==> src/rtl/mmio_pkg.sv <==
// Shared IO word map and status-word layout for the memory-stage IO responders.
package mmio_pkg;

  localparam int unsigned WORD_W    = 5;
  localparam int unsigned CHGCNT_W  = 8;

  localparam logic [WORD_W-1:0] WORD_IN1    = 5'b11111;
  localparam logic [WORD_W-1:0] WORD_IN2    = 5'b11110;
  localparam logic [WORD_W-1:0] WORD_OUT    = 5'b11101;
  localparam logic [WORD_W-1:0] WORD_STATUS = 5'b11100;
  localparam logic [WORD_W-1:0] WORD_CTRL   = 5'b11011;

  localparam int unsigned ST_CHG1    = 0;
  localparam int unsigned ST_CHG2    = 1;
  localparam int unsigned ST_OVR1    = 2;
  localparam int unsigned ST_OVR2    = 3;
  localparam int unsigned ST_CNT_LSB = 8;

  typedef struct packed {
    logic [CHGCNT_W-1:0] chg_count;
    logic                ovr2;
    logic                ovr1;
    logic                chg2;
    logic                chg1;
  } status_t;

  // Place the status fields at their architectural bit positions.
  function automatic logic [31:0] status_word(input status_t s);
    logic [31:0] w;
    w = '0;
    w[ST_CHG1] = s.chg1;
    w[ST_CHG2] = s.chg2;
    w[ST_OVR1] = s.ovr1;
    w[ST_OVR2] = s.ovr2;
    w[ST_CNT_LSB +: CHGCNT_W] = s.chg_count;
    return w;
  endfunction

endpackage

==> src/rtl/input_debouncer.sv <==
// Two-flop synchroniser plus candidate/counter debounce for one 4-bit input port.
module input_debouncer #(
  parameter int unsigned DEBOUNCE_CYCLES = 4,
  parameter int unsigned CNT_W           = 16
) (
  input  logic       clock,
  input  logic       reset,
  input  logic [3:0] i_pin,
  output logic [3:0] o_stable,
  output logic       o_update_c
);

  logic [3:0]       r_sync1;
  logic [3:0]       r_sync2;
  logic [3:0]       r_cand;
  logic [3:0]       r_stable;
  logic [CNT_W-1:0] r_cnt;

  logic [3:0]       w_cand_nxt;
  logic [CNT_W-1:0] w_cnt_nxt;
  logic             w_update;

  // Update fires on the cycle whose count would reach DEBOUNCE_CYCLES.
  always_comb begin
    w_cand_nxt = r_cand;
    w_cnt_nxt  = r_cnt;
    w_update   = 1'b0;
    if (r_sync2 == r_stable) begin
      w_cnt_nxt = '0;
    end else begin
      if (r_sync2 != r_cand) begin
        w_cand_nxt = r_sync2;
        w_cnt_nxt  = CNT_W'(1);
      end else begin
        w_cnt_nxt  = r_cnt + CNT_W'(1);
      end
      if (w_cnt_nxt == CNT_W'(DEBOUNCE_CYCLES)) begin
        w_update  = 1'b1;
        w_cnt_nxt = '0;
      end
    end
  end

  always_ff @(posedge clock) begin
    if (reset) begin
      r_sync1  <= '0;
      r_sync2  <= '0;
      r_cand   <= '0;
      r_stable <= '0;
      r_cnt    <= '0;
    end else begin
      r_sync1  <= i_pin;
      r_sync2  <= r_sync1;
      r_cand   <= w_cand_nxt;
      r_cnt    <= w_cnt_nxt;
      if (w_update) r_stable <= w_cand_nxt;
    end
  end

  assign o_stable   = r_stable;
  assign o_update_c = w_update;

endmodule

==> src/rtl/mmio_input_responder.sv <==
// Memory-mapped responder for the two debounced input ports: data, status flags, control and irq.
module mmio_input_responder
  import mmio_pkg::*;
#(
  parameter int unsigned DEBOUNCE_CYCLES = 4,
  parameter int unsigned CNT_W           = 16
) (
  input  logic        clock,
  input  logic        reset,
  input  logic [31:0] address,
  input  logic        mrd,
  input  logic        mwmem,
  input  logic [31:0] datain,
  input  logic [3:0]  input_port1,
  input  logic [3:0]  input_port2,
  output logic [31:0] io_rdata,
  output logic        irq
);

  logic [3:0]        w_stable1;
  logic [3:0]        w_stable2;
  logic              w_upd1;
  logic              w_upd2;
  logic [WORD_W-1:0] w_word;
  logic              w_wr;
  logic              w_rd;
  logic              w_clr1;
  logic              w_clr2;
  logic [3:0]        w_w1c;
  logic [31:0]       w_rdata;
  status_t           w_st_nxt;
  status_t           r_st;
  logic              r_irq_en;
  logic              w_unused_bits;

  input_debouncer #(.DEBOUNCE_CYCLES(DEBOUNCE_CYCLES), .CNT_W(CNT_W)) u_deb1 (
    .clock      (clock),
    .reset      (reset),
    .i_pin      (input_port1),
    .o_stable   (w_stable1),
    .o_update_c (w_upd1)
  );

  input_debouncer #(.DEBOUNCE_CYCLES(DEBOUNCE_CYCLES), .CNT_W(CNT_W)) u_deb2 (
    .clock      (clock),
    .reset      (reset),
    .i_pin      (input_port2),
    .o_stable   (w_stable2),
    .o_update_c (w_upd2)
  );

  // A store wins over a simultaneous load; nothing outside the IO window is decoded.
  assign w_word = address[6:2];
  assign w_wr   = mwmem & address[7];
  assign w_rd   = mrd & ~mwmem & address[7];
  assign w_clr1 = w_rd && (w_word == WORD_IN1);
  assign w_clr2 = w_rd && (w_word == WORD_IN2);
  assign w_w1c  = (w_wr && (w_word == WORD_STATUS)) ? datain[3:0] : 4'h0;

  assign w_unused_bits = ^{address[31:8], address[1:0], datain[31:4]};

  always_comb begin
    w_rdata = '0;
    case (w_word)
      WORD_IN1:    w_rdata = {28'h0, w_stable1};
      WORD_IN2:    w_rdata = {28'h0, w_stable2};
      WORD_STATUS: w_rdata = status_word(r_st);
      WORD_CTRL:   w_rdata = {31'h0, r_irq_en};
      WORD_OUT:    w_rdata = '0;
      default:     w_rdata = '0;
    endcase
  end

  // Clears are applied first so a same-cycle update (set) wins; a data read still drops overrun.
  always_comb begin
    w_st_nxt = r_st;
    if (w_clr1) begin
      w_st_nxt.chg1 = 1'b0;
      w_st_nxt.ovr1 = 1'b0;
    end
    if (w_clr2) begin
      w_st_nxt.chg2 = 1'b0;
      w_st_nxt.ovr2 = 1'b0;
    end
    if (w_w1c[ST_CHG1]) w_st_nxt.chg1 = 1'b0;
    if (w_w1c[ST_CHG2]) w_st_nxt.chg2 = 1'b0;
    if (w_w1c[ST_OVR1]) w_st_nxt.ovr1 = 1'b0;
    if (w_w1c[ST_OVR2]) w_st_nxt.ovr2 = 1'b0;
    if (w_upd1) begin
      w_st_nxt.chg1 = 1'b1;
      if (r_st.chg1 && !w_clr1) w_st_nxt.ovr1 = 1'b1;
    end
    if (w_upd2) begin
      w_st_nxt.chg2 = 1'b1;
      if (r_st.chg2 && !w_clr2) w_st_nxt.ovr2 = 1'b1;
    end
    w_st_nxt.chg_count = r_st.chg_count + CHGCNT_W'(w_upd1) + CHGCNT_W'(w_upd2);
  end

  always_ff @(posedge clock) begin
    if (reset) begin
      r_st     <= '0;
      r_irq_en <= 1'b0;
      io_rdata <= '0;
      irq      <= 1'b0;
    end else begin
      r_st <= w_st_nxt;
      if (w_rd) io_rdata <= w_rdata;
      if (w_wr && (w_word == WORD_CTRL)) r_irq_en <= datain[0];
      irq <= r_irq_en & (r_st.chg1 | r_st.chg2);
    end
  end

endmodule
==> config.mk <==
export PLATFORM = sky130hd
export DESIGN_NAME = mmio_input_responder
export DESIGN_NICKNAME = d
export VERILOG_FILES = /design/src/rtl/mmio_pkg.sv /design/src/rtl/input_debouncer.sv /design/src/rtl/mmio_input_responder.sv
export SDC_FILE = /design/constraint.sdc
export NUM_CORES = 1
export LEC_CHECK = 0
export CORE_UTILIZATION = 45
export CTS_BUF_LIST = sky130_fd_sc_hd__clkbuf_8
export DETAILED_ROUTE_END_ITERATION = 8
export MAX_ROUTING_LAYER = met4
export PLACE_DENSITY = 0.79
export SYNTH_ARGS = -nofsm -noshare
export SYNTH_HDL_FRONTEND = slang
export SYNTH_HIERARCHICAL = 1
export SYNTH_SLANG_ARGS = --single-unit
==> constraint.sdc <==
create_clock -name clock -period 3.4 [get_ports clock]
set_input_delay 0.85 -clock clock [delete_from_list [all_inputs] [get_ports clock]]
set_output_delay 0.85 -clock clock [all_outputs]
set_load 0.005 [all_outputs]
==> results of run 1 <==
[how the worst max path moves through the flow]
stage / from / to / slack [ps] / cells past startpoint
3_3_place_gp: u_deb2/r_cnt[5]$_SDFF_PP0_ / r_st[11]$_SDFF_PP0_ / 120 / 12
5_1_grt: u_deb2/r_cnt[7]$_SDFF_PP0_ / r_st[11]$_SDFF_PP0_ / -30 / 12
2_1_floorplan: u_deb1/r_sync2[3]$_SDFF_PP0_ / r_st[9]$_SDFF_PP0_ / 180 / 12
6_report: u_deb2/r_cnt[0]$_SDFF_PP0_ / r_st[11]$_SDFF_PP0_ / 230 / 13
3_5_place_dp: u_deb2/r_cnt[5]$_SDFF_PP0_ / r_st[9]$_SDFF_PP0_ / 70 / 12
4_1_cts: u_deb2/r_cnt[5]$_SDFF_PP0_ / r_st[11]$_SDFF_PP0_ / 50 / 12
[layer usage]
| layer | GRT usage | part of all wire | vias up |
|---|---|---|---|
| met4 | 0.0607 | 0.013 | 0 |
| met5 | - | 0 | - |
| met3 | 0.0359 | 0.051 | 13 |
| met2 | 0.307 | 0.48 | 111 |
| li1 | - | - | 1764 |
| met1 | 0.224 | 0.46 | 1701 |
[worst reg2reg max path: stages, from the launching register on]
cell and delay (ps):
dfxtp_2 390, ha_1 220, xor2_1 210, nand3_1 170
nor3b_2 220, nand4_1 120, or3_1 400, a211oi_2 250
inv_1 90, fa_1 410, and3b_2 280, nand3_1 100
xor2_1 140, nor2_1 50
[registers in the layout (all words and copies together) (netlist names)]
register / cells
irq: 1
u_deb1/o_stable: 4
r_st: 12
u_deb2/r_cand: 4
u_deb2/r_sync1: 4
u_deb2/r_cnt: 16
u_deb1/r_cnt: 16
r_irq_en: 1
u_deb1/r_sync1: 4
u_deb2/r_sync2: 4
u_deb1/r_cand: 4
u_deb1/r_sync2: 4
u_deb2/o_stable: 4
io_rdata: 12
[synth_stat cells (all sizes together) (5+ instances only)]
| master | n | area share |
|---|---|---|
| nor4 | 11 | 0.026 |
| nand3 | 25 | 0.027 |
| nor3 | 20 | 0.027 |
| and4 | 8 | 0.015 |
| nor2 | 45 | 0.037 |
| xnor2 | 16 | 0.031 |
| nor3b | 9 | 0.019 |
| inv | 9 | 0.0074 |
| nand2b | 14 | 0.019 |
| a21oi | 10 | 0.011 |
| a31oi | 11 | 0.015 |
| dfxtp | 90 | 0.39 |
| xor2 | 34 | 0.068 |
| nand2 | 21 | 0.017 |
| clkbuf | 10 | 0.0087 |
| and3 | 8 | 0.011 |
| buf | 30 | 0.045 |
| nor2b | 20 | 0.029 |
| nand4 | 16 | 0.028 |
| mux2i | 21 | 0.046 |
| and2 | 6 | 0.0082 |
| a211oi | 5 | 0.0082 |
[stage by stage]
stage | total power, mW | instance area [um2] | hold WS [ps]
floorplan | 1.21 | 4660 | 414
global placement | 1.25 | 5110 | 425
detailed placement | 1.25 | 5110 | 422
CTS | 1.94 | 5300 | 444
global route | 2.01 | 5390 | 462
finish | 1.92 | 5390 | 443
[area by class of cell]
class                           instances  area [um2]
Clock buffer                           11         151
Clock inverter                          5        37.5
Fill cell                             882        4430
Inverter                                9        33.8
Multi-Input combinational cell        361        2630
Sequential cell                        90        1820
Tap cell                              133         166
Timing Repair Buffer                   63         553
[report_power, final]
group / total, mW / switching [mW] / internal [mW] / leakage (nW)
logic: 0.151 / 0.0805 / 0.0700 / 1.25
clock network: 0.688 / 0.379 / 0.310 / 0.0977
registers: 1.08 / 0.0123 / 1.07 / 0.736
total: 1.92 / 0.472 / 1.45 / 2.09
[kinds of logic (layout without fill, tap and decap cells)]
logic type / count (synthesis) / in the layout / synth area share
other cells: 1 / 20 / 0.000818
buf+inv: 49 / 88 / 0.0611
mux: 21 / 21 / 0.0458
xor+xnor: 50 / 50 / 0.0988
simple gates: 212 / 212 / 0.279
fa+ha+maj: 4 / 4 / 0.0126
compound gates: 54 / 54 / 0.109
flops: 90 / 90 / 0.393
[timing repair]
action | in CTS | in global routing
endpoints found under the setup margin | 0 | 6
resized for setup | 0 | 27
buffers inserted | 0 | 2
==> results.cfg, run 1 <==
[outcome]
status = complete, no violations

[global_routing]
grt_pass1_wl_mm = 15.0
overflow = 0
track_usage = 0.185
grt_max_degree = 52
antenna_found_initial = 0
grt_pass1_vias = 3349

[route]
drc_errors = 0
wl_mm = 9.04
dr.pass1.iters = 6
postRouteAntennaNets = 0
via_count = 3589
vias_per_cell = 5.34
avgRoutedWirePerCell_um = 13.5
drt_iter0_drc = 148

[logic_synthesis]
synth_flop_cell = dfxtp_1
synthesis.area_um2 = 4590
synth-seq-cells = 90
syn_avg_cell_area_um2 = 9.53
async_reset_ff_frac = 0
synthCells = 481
synth_cell_type_count = 56
seq_area_frac_synth = 0.393
synth_warnings = 6
synth_edf_count = 0

[critical_path]
crit_arrival_ps = 3410
r2r_slack_ps = 230
reg2reg_to = r_st[11]$_SDFF_PP0_
path_delay_family = simple AND/OR/NAND/NOR gates
r2r-start = u_deb2/r_cnt[0]$_SDFF_PP0_
required_ps = 3640
worstPathCellList = ha_1 > xor2_1 > nand3_1 > nor3b_2 > nand4_1 > or3_1 > a211oi_2 > inv_1 > fa_1 > and3b_2 > nand3_1 > xor2_1 > nor2_1
crit_fanout = 6
crit_buf_inv = 1
endpoint_kind = register
cpPeakStageDelay_ps = 410
cp-start-kind = register
cp_slowest_cell = fa_1
r2r_cells = 13
path_class = register to register

[sta]
finalCritPeriodShare = 0.932
fin_skew_ps = 11.5
setup_violations = 0
setup_tns_ps = 0
worstMarginPinSlew_ps = 604
worst_slack_ps = 232
max_freq_mhz = 316
drv_slew = 0
hold_viol_final = 0
slew_headroom = 0.597
layout_min_cycle_time_ps = 3170

[die]
initial_core_util = 0.467
ios = 109
rows = 36
die-area_um2 = 10600
core_um2 = 9820
die_w_um = 103
die_y_um = 103

[finish]
area_delta_synth_final_pct = 17.6
fin_util = 0.549
fin_nets = 614
layout.cells.non_filler = 672
n_antenna_cell = 0
final_cell_mix = dfxtp_1, nor2_1, clkdlybuf4s50_1
layout_commonest_cell = dfxtp_1
drive_gt1_frac = 0.171

[clocking]
root_buffer = clkbuf_8
h-tree-depth = 3
cts_tree = built
clkSinkCount = 90
ctsHoldBuffers = 0
insertion_delay_ps = 360
cts.clk_slew.worst_paths_ps = 90
numCtsBuffers = 9
cts_buffer_depth = 2

[power]
p_leak_nw = 2.09
ir_drop_uv = 197
p_per_area_nw_per_um2 = 356

[placement]
numPlacedInstances = 654
port_buffers = 34
post-place-ws_ps = 72.8
gp_congestion = 0.845
dp_hpwl_mm = 6.36

[worst_hold_path]
holdPathEnd = u_deb2/r_sync2[0]$_SDFF_PP0_
hold_depth = 1
hp-start = u_deb2/r_sync1[0]$_SDFF_PP0_
min_path_type = register to register

[flow_run]
maxCapViolCount = 0
No activity file was read; power rests on OpenSTA's default activity.
==> inputs of run 2 (changes only) <==
- CTS_CLUSTER_SIZE: default -> 25
==> results of run 2 <==
The final DEF is identical to that of run 1; final timing and power are the same.
